[config.mk]
export PLATFORM = sky130hd
export DESIGN_NAME = seq_alu
export DESIGN_NICKNAME = d
export VERILOG_FILES = /design/src/rtl/alu_pkg.sv /design/src/rtl/seq_alu_if.sv /design/src/rtl/seq_alu_muldiv_core.sv /design/src/rtl/seq_alu.sv
export SDC_FILE = /design/constraint.sdc
export NUM_CORES = 1
export LEC_CHECK = 0
export BUFFER_PORTS_ARGS = -buffer_cell sky130_fd_sc_hd__buf_2
export CELL_PAD_IN_SITES_DETAIL_PLACEMENT = 1
export CELL_PAD_IN_SITES_GLOBAL_PLACEMENT = 2
export CORE_MARGIN = 2
export CORE_UTILIZATION = 33
export CTS_CLUSTER_SIZE = 20
export DETAILED_ROUTE_END_ITERATION = 8
export GPL_TIMING_DRIVEN = 1
export PLACE_DENSITY_LB_ADDON = 0.1
export SLEW_MARGIN = 10
export SYNTH_ARGS = -nofsm -noshare
export SYNTH_HDL_FRONTEND = slang
export SYNTH_SLANG_ARGS = --single-unit
[constraint.sdc]
create_clock -name clk -period 4.5 [get_ports clk]
set_clock_uncertainty 0.1 [all_clocks]
set_input_delay 0.675 -clock clk [delete_from_list [all_inputs] [get_ports clk]]
set_output_delay 0.675 -clock clk [all_outputs]
set_load 0.005 [all_outputs]
[src/rtl/alu_pkg.sv]
// rtl/alu_pkg.sv - shared op/state encodings and op classification for seq_alu
package alu_pkg;

  typedef enum logic [2:0] {
    ALU_ADD  = 3'b000,
    ALU_SUB  = 3'b001,
    ALU_MUL  = 3'b010,
    ALU_MULH = 3'b011,
    ALU_DIV  = 3'b100,
    ALU_MOD  = 3'b101
  } alu_op_e;

  typedef enum logic [1:0] {
    S_IDLE,
    S_CALC,
    S_FIX,
    S_DONE
  } state_e;

  function automatic logic is_iterative(alu_op_e op);
    return (op == ALU_MUL) || (op == ALU_MULH) || (op == ALU_DIV) || (op == ALU_MOD);
  endfunction

endpackage

[src/rtl/seq_alu_if.sv]
// rtl/seq_alu_if.sv - link between the ALU control path and the shift-add/restoring core
interface seq_alu_if #(
  parameter int DATA_WIDTH = 16
);
  logic                  start;
  logic                  is_div;
  logic [DATA_WIDTH-1:0] op_a;
  logic [DATA_WIDTH-1:0] op_b;
  logic                  last;
  logic [DATA_WIDTH-1:0] res_hi;
  logic [DATA_WIDTH-1:0] res_lo;

  modport master (output start, is_div, op_a, op_b, input last, res_hi, res_lo);
  modport slave  (input start, is_div, op_a, op_b, output last, res_hi, res_lo);
endinterface

[src/rtl/seq_alu_muldiv_core.sv]
// rtl/seq_alu_muldiv_core.sv - unsigned shift-add multiply / restoring divide, one bit per clock
module seq_alu_muldiv_core #(
  parameter int DATA_WIDTH = 16
) (
  input  logic     clk,
  input  logic     rst_n,
  seq_alu_if.slave core_if
);
  localparam int W     = DATA_WIDTH;
  localparam int CNT_W = $clog2(DATA_WIDTH + 1);

  logic [2*W-1:0]   r_acc;
  logic [W-1:0]     r_opnd;
  logic [CNT_W-1:0] r_cnt;
  logic             r_busy;
  logic             r_is_div;

  logic [2*W-1:0] w_acc_cur;
  logic [2*W-1:0] w_acc_next;
  logic [W-1:0]   w_opnd_cur;
  logic           w_div_cur;
  logic [W:0]     w_x;
  logic [W:0]     w_y;
  logic           w_cin;
  logic [W+1:0]   w_sum;

  // The first iteration is folded into the load edge, so W steps finish on the (W-1)th busy edge.
  assign w_acc_cur  = core_if.start ? {{W{1'b0}}, core_if.op_a} : r_acc;
  assign w_opnd_cur = core_if.start ? core_if.op_b : r_opnd;
  assign w_div_cur  = core_if.start ? core_if.is_div : r_is_div;

  always_comb begin
    w_x   = {1'b0, w_acc_cur[2*W-1:W]};
    w_y   = {1'b0, w_opnd_cur};
    w_cin = 1'b0;
    if (w_div_cur) begin
      w_x   = w_acc_cur[2*W-1:W-1];
      w_y   = ~{1'b0, w_opnd_cur};
      w_cin = 1'b1;
    end
  end

  assign w_sum = {1'b0, w_x} + {1'b0, w_y} + {{(W+1){1'b0}}, w_cin};

  // Divide: w_sum[W+1] is the no-borrow bit of (shifted remainder - divisor).
  always_comb begin
    if (w_div_cur) begin
      w_acc_next = w_sum[W+1] ? {w_sum[W-1:0], w_acc_cur[W-2:0], 1'b1}
                              : {w_acc_cur[2*W-2:0], 1'b0};
    end else begin
      w_acc_next = w_acc_cur[0] ? {w_sum[W:0], w_acc_cur[W-1:1]}
                                : {1'b0, w_acc_cur[2*W-1:1]};
    end
  end

  always_ff @(posedge clk or negedge rst_n) begin
    if (!rst_n) begin
      r_acc    <= '0;
      r_opnd   <= '0;
      r_cnt    <= '0;
      r_busy   <= 1'b0;
      r_is_div <= 1'b0;
    end else if (core_if.start) begin
      r_acc    <= w_acc_next;
      r_opnd   <= core_if.op_b;
      r_is_div <= core_if.is_div;
      r_cnt    <= CNT_W'(W - 1);
      r_busy   <= 1'b1;
    end else if (r_busy) begin
      r_acc <= w_acc_next;
      r_cnt <= r_cnt - 1'b1;
      if (r_cnt == CNT_W'(1)) r_busy <= 1'b0;
    end
  end

  assign core_if.last   = r_busy && (r_cnt == CNT_W'(1));
  assign core_if.res_hi = r_acc[2*W-1:W];
  assign core_if.res_lo = r_acc[W-1:0];

endmodule

[src/rtl/seq_alu.sv]
// rtl/seq_alu.sv - multi-cycle integer ALU: handshake FSM, ADD/SUB, sign fix-up and flags
module seq_alu
  import alu_pkg::*;
#(
  parameter int DATA_WIDTH = 16
) (
  input  logic                  clk,
  input  logic                  rst_n,
  input  logic [DATA_WIDTH-1:0] i_alu_input_a,
  input  logic [DATA_WIDTH-1:0] i_alu_input_b,
  input  logic [2:0]            i_alu_input_op,
  input  logic                  i_alu_input_signed,
  input  logic                  i_alu_input_valid,
  output logic                  o_alu_input_ready,
  output logic [DATA_WIDTH-1:0] o_alu_result,
  output logic                  o_alu_error,
  output logic                  o_alu_overflow,
  output logic                  o_alu_result_valid,
  input  logic                  i_alu_result_ready
);
  localparam int W = DATA_WIDTH;

  state_e       r_state, w_next;
  alu_op_e      r_op;
  logic         r_signed, r_neg_a, r_neg_b;
  logic [W-1:0] r_result;
  logic         r_error, r_overflow, r_valid;

  alu_op_e        w_op;
  logic           w_neg_a, w_neg_b, w_err, w_iter, w_is_sub;
  logic [W-1:0]   w_abs_a, w_abs_b, w_as_res;
  logic [W:0]     w_add, w_sub;
  logic           w_as_ovf;
  logic           w_res_neg;
  logic [2*W-1:0] w_prod;
  logic [W-1:0]   w_quot, w_rem, w_fix_res;
  logic           w_fix_ovf;

  seq_alu_if #(.DATA_WIDTH(W)) u_core_if ();
  seq_alu_muldiv_core #(.DATA_WIDTH(W)) u_core (.clk(clk), .rst_n(rst_n), .core_if(u_core_if));

  assign w_op     = alu_op_e'(i_alu_input_op);
  assign w_err    = (i_alu_input_op[2:1] == 2'b11) ||
                    (((w_op == ALU_DIV) || (w_op == ALU_MOD)) && (i_alu_input_b == '0));
  assign w_iter   = is_iterative(w_op);
  assign w_is_sub = (w_op == ALU_SUB);
  assign w_neg_a  = i_alu_input_signed & i_alu_input_a[W-1];
  assign w_neg_b  = i_alu_input_signed & i_alu_input_b[W-1];
  assign w_abs_a  = w_neg_a ? -i_alu_input_a : i_alu_input_a;
  assign w_abs_b  = w_neg_b ? -i_alu_input_b : i_alu_input_b;

  assign w_add    = {1'b0, i_alu_input_a} + {1'b0, i_alu_input_b};
  assign w_sub    = {1'b0, i_alu_input_a} - {1'b0, i_alu_input_b};
  assign w_as_res = w_is_sub ? w_sub[W-1:0] : w_add[W-1:0];

  always_comb begin
    w_as_ovf = w_is_sub ? w_sub[W] : w_add[W];
    if (i_alu_input_signed) begin
      w_as_ovf = ((i_alu_input_a[W-1] ^ i_alu_input_b[W-1]) == w_is_sub) &&
                 (w_as_res[W-1] != i_alu_input_a[W-1]);
    end
  end

  assign u_core_if.start  = (r_state == S_IDLE) && i_alu_input_valid && w_iter && !w_err;
  assign u_core_if.is_div = (w_op == ALU_DIV) || (w_op == ALU_MOD);
  assign u_core_if.op_a   = w_abs_a;
  assign u_core_if.op_b   = w_abs_b;

  // Core works on magnitudes; signs are re-applied here. Unsigned ops have both neg flags clear.
  assign w_res_neg = r_neg_a ^ r_neg_b;
  assign w_prod    = w_res_neg ? -{u_core_if.res_hi, u_core_if.res_lo}
                               : {u_core_if.res_hi, u_core_if.res_lo};
  assign w_quot    = w_res_neg ? -u_core_if.res_lo : u_core_if.res_lo;
  assign w_rem     = r_neg_a ? -u_core_if.res_hi : u_core_if.res_hi;

  always_comb begin
    w_fix_res = '0;
    w_fix_ovf = 1'b0;
    case (r_op)
      ALU_MUL: begin
        w_fix_res = w_prod[W-1:0];
        w_fix_ovf = r_signed ? (w_prod[2*W-1:W] != {W{w_prod[W-1]}}) : (w_prod[2*W-1:W] != '0);
      end
      ALU_MULH: w_fix_res = w_prod[2*W-1:W];
      ALU_DIV: begin
        w_fix_res = w_quot;
        w_fix_ovf = r_signed && !w_res_neg && u_core_if.res_lo[W-1];
      end
      ALU_MOD: w_fix_res = w_rem;
      default: ;
    endcase
  end

  always_comb begin
    w_next = r_state;
    case (r_state)
      S_IDLE: if (i_alu_input_valid) w_next = (w_iter && !w_err) ? S_CALC : S_DONE;
      S_CALC: if (u_core_if.last) w_next = S_FIX;
      S_FIX:  w_next = S_DONE;
      S_DONE: if (i_alu_result_ready) w_next = S_IDLE;
      default: w_next = S_IDLE;
    endcase
  end

  always_ff @(posedge clk or negedge rst_n) begin
    if (!rst_n) r_state <= S_IDLE;
    else        r_state <= w_next;
  end

  always_ff @(posedge clk or negedge rst_n) begin
    if (!rst_n) begin
      r_op       <= ALU_ADD;
      r_signed   <= 1'b0;
      r_neg_a    <= 1'b0;
      r_neg_b    <= 1'b0;
      r_result   <= '0;
      r_error    <= 1'b0;
      r_overflow <= 1'b0;
      r_valid    <= 1'b0;
    end else begin
      case (r_state)
        S_IDLE: if (i_alu_input_valid) begin
          r_op       <= w_op;
          r_signed   <= i_alu_input_signed;
          r_neg_a    <= w_neg_a;
          r_neg_b    <= w_neg_b;
          r_error    <= w_err;
          r_result   <= (w_err || w_iter) ? '0 : w_as_res;
          r_overflow <= !w_err && !w_iter && w_as_ovf;
          r_valid    <= w_err || !w_iter;
        end
        S_FIX: begin
          r_result   <= w_fix_res;
          r_overflow <= w_fix_ovf;
          r_valid    <= 1'b1;
        end
        S_DONE: if (i_alu_result_ready) r_valid <= 1'b0;
        default: ;
      endcase
    end
  end

  assign o_alu_input_ready  = (r_state == S_IDLE);
  assign o_alu_result       = r_result;
  assign o_alu_error        = r_error;
  assign o_alu_overflow     = r_overflow;
  assign o_alu_result_valid = r_valid;

endmodule

==> parameters.txt <==
Parameter                              Value

Place
  Placer congestion estimate    0.910
  Placed insts    1789
  HPWL after DPL    31.5 mm
  Count of input and output buffers    59

Layout
  Final standard cell utilization of the core    43.3%
  Post-layout net count    1547
  Layout Cells excl Fill    1828
  Growth of design area from synthesis to finish    29.4%
  Layout cell share with drive strength beyond 1    25.6%
  Total of fill cells in the finished design    3407
  Diodes inserted    0

Detailed routing
  Pre-antenna DRT Iters    4
  Sum of routed wire length over all layers    39.1 mm
  DRC violations left    0
  Wirelength per Cell    21.4 µm
  Remaining antenna violation count after routing    0
  Vias post-DR    10.1k
  Mean number of vias per cell    5.54
  First-iteration detailed-routing DRC count    602

Logic synthesis
  Sequential fraction of the synthesis area    22.1%
  Area share of xor/xnor cells in the synthesized design    11.2%
  Library cells used by synthesis    84
  Adder-cell share of the synthesized area    8.61%
  Post-synth net total    1347
  Portion of synthesized cell area occupied by the leading cell type    22.1%
  Synthesized area per cell    7.44 µm²
  #FFs+latches synth    82
  Post-synth ARST share    100%
  Synth Area in Simple Gates    22.3%
  Post-synthesis mux area share    1.65%
  Share of the synthesized area in compound gates (AO/OA/AOI/OAI)    27.6%
  Post-synth design cell area    0.00927 mm²
  Cells taking the most area after synthesis    sky130_fd_sc_hd__dfrtp_1 (22%), sky130_fd_sc_hd__xnor2_1 (8.3%), sky130_fd_sc_hd__ha_1 (8.0%)
  Primary FF master, synth    sky130_fd_sc_hd__dfrtp_1
  Number of enable-type register cells in the synthesized netlist    0
  Commonest cells post-synth    sky130_fd_sc_hd__nand2_1 (159), sky130_fd_sc_hd__a21oi_1 (123), sky130_fd_sc_hd__nor2_1 (121)
  Combinational family with the most area after synthesis    compound AO/OA/AOI/OAI gates
  Count of mapped cells out of synthesis    1245
  Yosys warnings    0
  Top cell type by total area after synthesis    sky130_fd_sc_hd__dfrtp_1
  Most common cell in the synthesized netlist    sky130_fd_sc_hd__nand2_1

Clocking
  Buffer depth of the longest clock path    2
  Number of H-tree branching levels    3
  Clk sinks    82
  Root buffer selected by CTS    sky130_fd_sc_hd__clkbuf_16
  Clock tree from TritonCTS    built
  Source-to-sink clock delay at the later pin of the worst-skew pair    0.36 ns
  Post-CTS clock slew at the launch and capture registers of the worst setup and hold paths    0.07 ns
  Clock buffers created by TritonCTS    9

STA
  Transition time at the pin with the least slew margin    1.01 ns
  Highest clock frequency the design can meet    0.219 GHz
  Setup repair after global routing missed its margin    true
  Post-route minimum period    4.56 ns
  Max-slew violation count    0
  Max transition margin    32.7%
  Worst Setup Slack, final    -0.0615 ns
  Count of endpoints failing setup in the final report    3
  Period utilisation layout    101%
  Hold Fails Final Rpt    0

Setup path
  Classification of the worst setup path    in2reg
  Kind of start point of the critical path    input port
  Maximum fanout along the worst path    6
  Source of the critical timing path    i_alu_input_b[3]
  Worst flop-to-flop path startpoint    r_state[0]$_DFFE_PN0P_
  Critical path required time    4.64 ns
  Capturing instance or port of the critical path    u_core.r_acc[30]$_DFFE_PN0P_
  Crit path capture type    flop
  Reg-to-reg critical path endpoint    u_core.r_acc[22]$_DFFE_PN0P_
  Cell depth of the worst flop-to-flop path    19
  Register-to-register setup slack    0.08 ns
  Arrival time reported for the critical path endpoint    4.70 ns

Global route
  Initial antenna violation count    0
  Leftover overflow at the end of global routing    0
  Vias in the first global route    10.0k
  Largest net degree at the start of global routing    65
  First-pass GRT wire length    59.9 mm
  Overall track demand over capacity in global routing    26.7%

Floorplanning
  Die Y    172 µm
  Starting density of the core    33.5%
  Total Die Area    0.0294 mm²
  Placement Rows    61
  Die Span X    172 µm
  Placeable Area    0.0277 mm²
  IO Pins    60

Pwr
  Leakage Power    0.00525 µW
  Total power per unit cell area    1040 mW/mm²
  Worst vdd rail ir drop    0.737 mV
  Final Total Pwr    12500 µW

Outcome
  Violated checks    negative setup slack
  Status    finished, violations left

Hold path
  Hold Path Class    in2async

Flow run
  # Max-Cap Violations    0
through the flow:
| step | setup TNS, ns | setup WS [ns] | hold WS (ns) | area, µm² |
|---|---|---|---|---|
| floorplan | -4.53 | -0.429 | 0.279 | 9400 |
| global placement | -7.98 | -0.535 | 0.375 | 11100 |
| detailed placement | -9.05 | -0.636 | 0.381 | 11100 |
| CTS | 0 | 0.00350 | 0.355 | 11600 |
| global route | -1.32 | -0.183 | 0.381 | 12000 |
| finish | -0.0937 | -0.0615 | 0.320 | 12000 |
critical path: stages:
cell and delay, ns:
sky130_fd_sc_hd__buf_6 0.09, sky130_fd_sc_hd__or4_4 0.54, sky130_fd_sc_hd__nor3_4 0.31, sky130_fd_sc_hd__a211o_1 0.23, sky130_fd_sc_hd__and2_4 0.25, sky130_fd_sc_hd__buf_6 0.12, sky130_fd_sc_hd__nand2_1 0.06, sky130_fd_sc_hd__a21oi_2 0.21
sky130_fd_sc_hd__ha_4 0.25, sky130_fd_sc_hd__a21o_1 0.20, sky130_fd_sc_hd__a21o_1 0.16, sky130_fd_sc_hd__a21o_1 0.19, sky130_fd_sc_hd__or3_1 0.31, sky130_fd_sc_hd__a211o_1 0.30, sky130_fd_sc_hd__a31o_2 0.26, sky130_fd_sc_hd__a21oi_2 0.17
sky130_fd_sc_hd__xnor2_2 0.10, sky130_fd_sc_hd__a311o_1 0.27
final cells by class:
class	count	area, µm²	share of cell area [%]
multi-input combinational	1029	7000	58.3
sequential	82	2050	17.1
timing repair buffer	263	1940	16.1
tap	378	473	3.94
inverter	60	230	1.92
clock buffer	9	225	1.88
clock inverter	7	82.6	0.688
placed cells by master, fill, tap and decap left out, types with 8 or more instances in the layout:
cell type / n
sky130_fd_sc_hd__a21o_1: 15
sky130_fd_sc_hd__a21oi_1: 111
sky130_fd_sc_hd__a21oi_2: 11
sky130_fd_sc_hd__a221oi_1: 12
sky130_fd_sc_hd__a22oi_1: 8
sky130_fd_sc_hd__a31oi_1: 29
sky130_fd_sc_hd__buf_2: 56
sky130_fd_sc_hd__buf_4: 194
sky130_fd_sc_hd__clkbuf_16: 10
sky130_fd_sc_hd__dfrtp_1: 82
sky130_fd_sc_hd__ha_1: 55
sky130_fd_sc_hd__inv_1: 58
sky130_fd_sc_hd__mux2i_1: 12
sky130_fd_sc_hd__nand2_1: 156
sky130_fd_sc_hd__nand2b_1: 11
sky130_fd_sc_hd__nand3_1: 12
sky130_fd_sc_hd__nand4_1: 9
sky130_fd_sc_hd__nor2_1: 120
sky130_fd_sc_hd__nor2b_1: 9
sky130_fd_sc_hd__nor3_1: 26
sky130_fd_sc_hd__nor4_1: 13
sky130_fd_sc_hd__o21a_1: 10
sky130_fd_sc_hd__o21ai_0: 78
sky130_fd_sc_hd__o21ai_2: 13
sky130_fd_sc_hd__o221ai_1: 8
sky130_fd_sc_hd__o22ai_1: 13
sky130_fd_sc_hd__o31ai_1: 12
sky130_fd_sc_hd__or3_1: 13
sky130_fd_sc_hd__xnor2_1: 82
sky130_fd_sc_hd__xor2_1: 28
worst min path at each step:
stage,to,slack [ns],depth (start not counted)
6_report,o_alu_result[7]$_DFFE_PN0P_,0.32,1
5_1_grt,o_alu_result[10]$_DFFE_PN0P_,0.38,1
4_1_cts,o_alu_result[14]$_DFFE_PN0P_,0.36,1
3_5_place_dp,o_alu_result[1]$_DFFE_PN0P_,0.38,1
3_3_place_gp,o_alu_result[11]$_DFFE_PN0P_,0.38,2
2_1_floorplan,o_alu_error$_DFFE_PN0P_,0.28,0
layer usage:
layer / part of all wire (%) / vias to the layer above / GRT usage, %
met5: 0 / - / 0
met4: 2.3 / 0 / 7.41
met3: 3.0 / 43 / 2.19
met2: 45 / 184 / 42.4
met1: 50 / 4995 / 38.7
li1: - / 4896 / -
registers in the layout, summed over array words and instances, names as in the netlist, 2 cells and up:
name and count:
u_core.r_acc 32, u_core.r_cnt 5, u_core.r_opnd 16, o_alu_result 16, r_state 2, r_op 3
timing repair:
action | CTS | global route
endpoints found under the hold margin | 0 | 0
hold buffers | 0 | 0
gates cloned | 0 | 1
pin swaps | 18 | 22
resized for setup | 34 | 54
buffers inserted | 8 | 14
setup endpoints to repair | 17 | 16
cells by family after synthesis:
kind of cell,after synthesis
mux,15
fa+ha+maj,62
xor+xnor,118
buf+inv,134
simple gates,434
compound gates,400
flops,82
power breakdown:
| part | internal, µW | total [µW] | switching [µW] |
|---|---|---|---|
| Clock | 441 | 804 | 363 |
| Combinational | 4650 | 10100 | 5460 |
| Sequential | 1120 | 1540 | 419 |
| Total | 6220 | 12500 | 6250 |
Power figures use the tool's default switching activity.
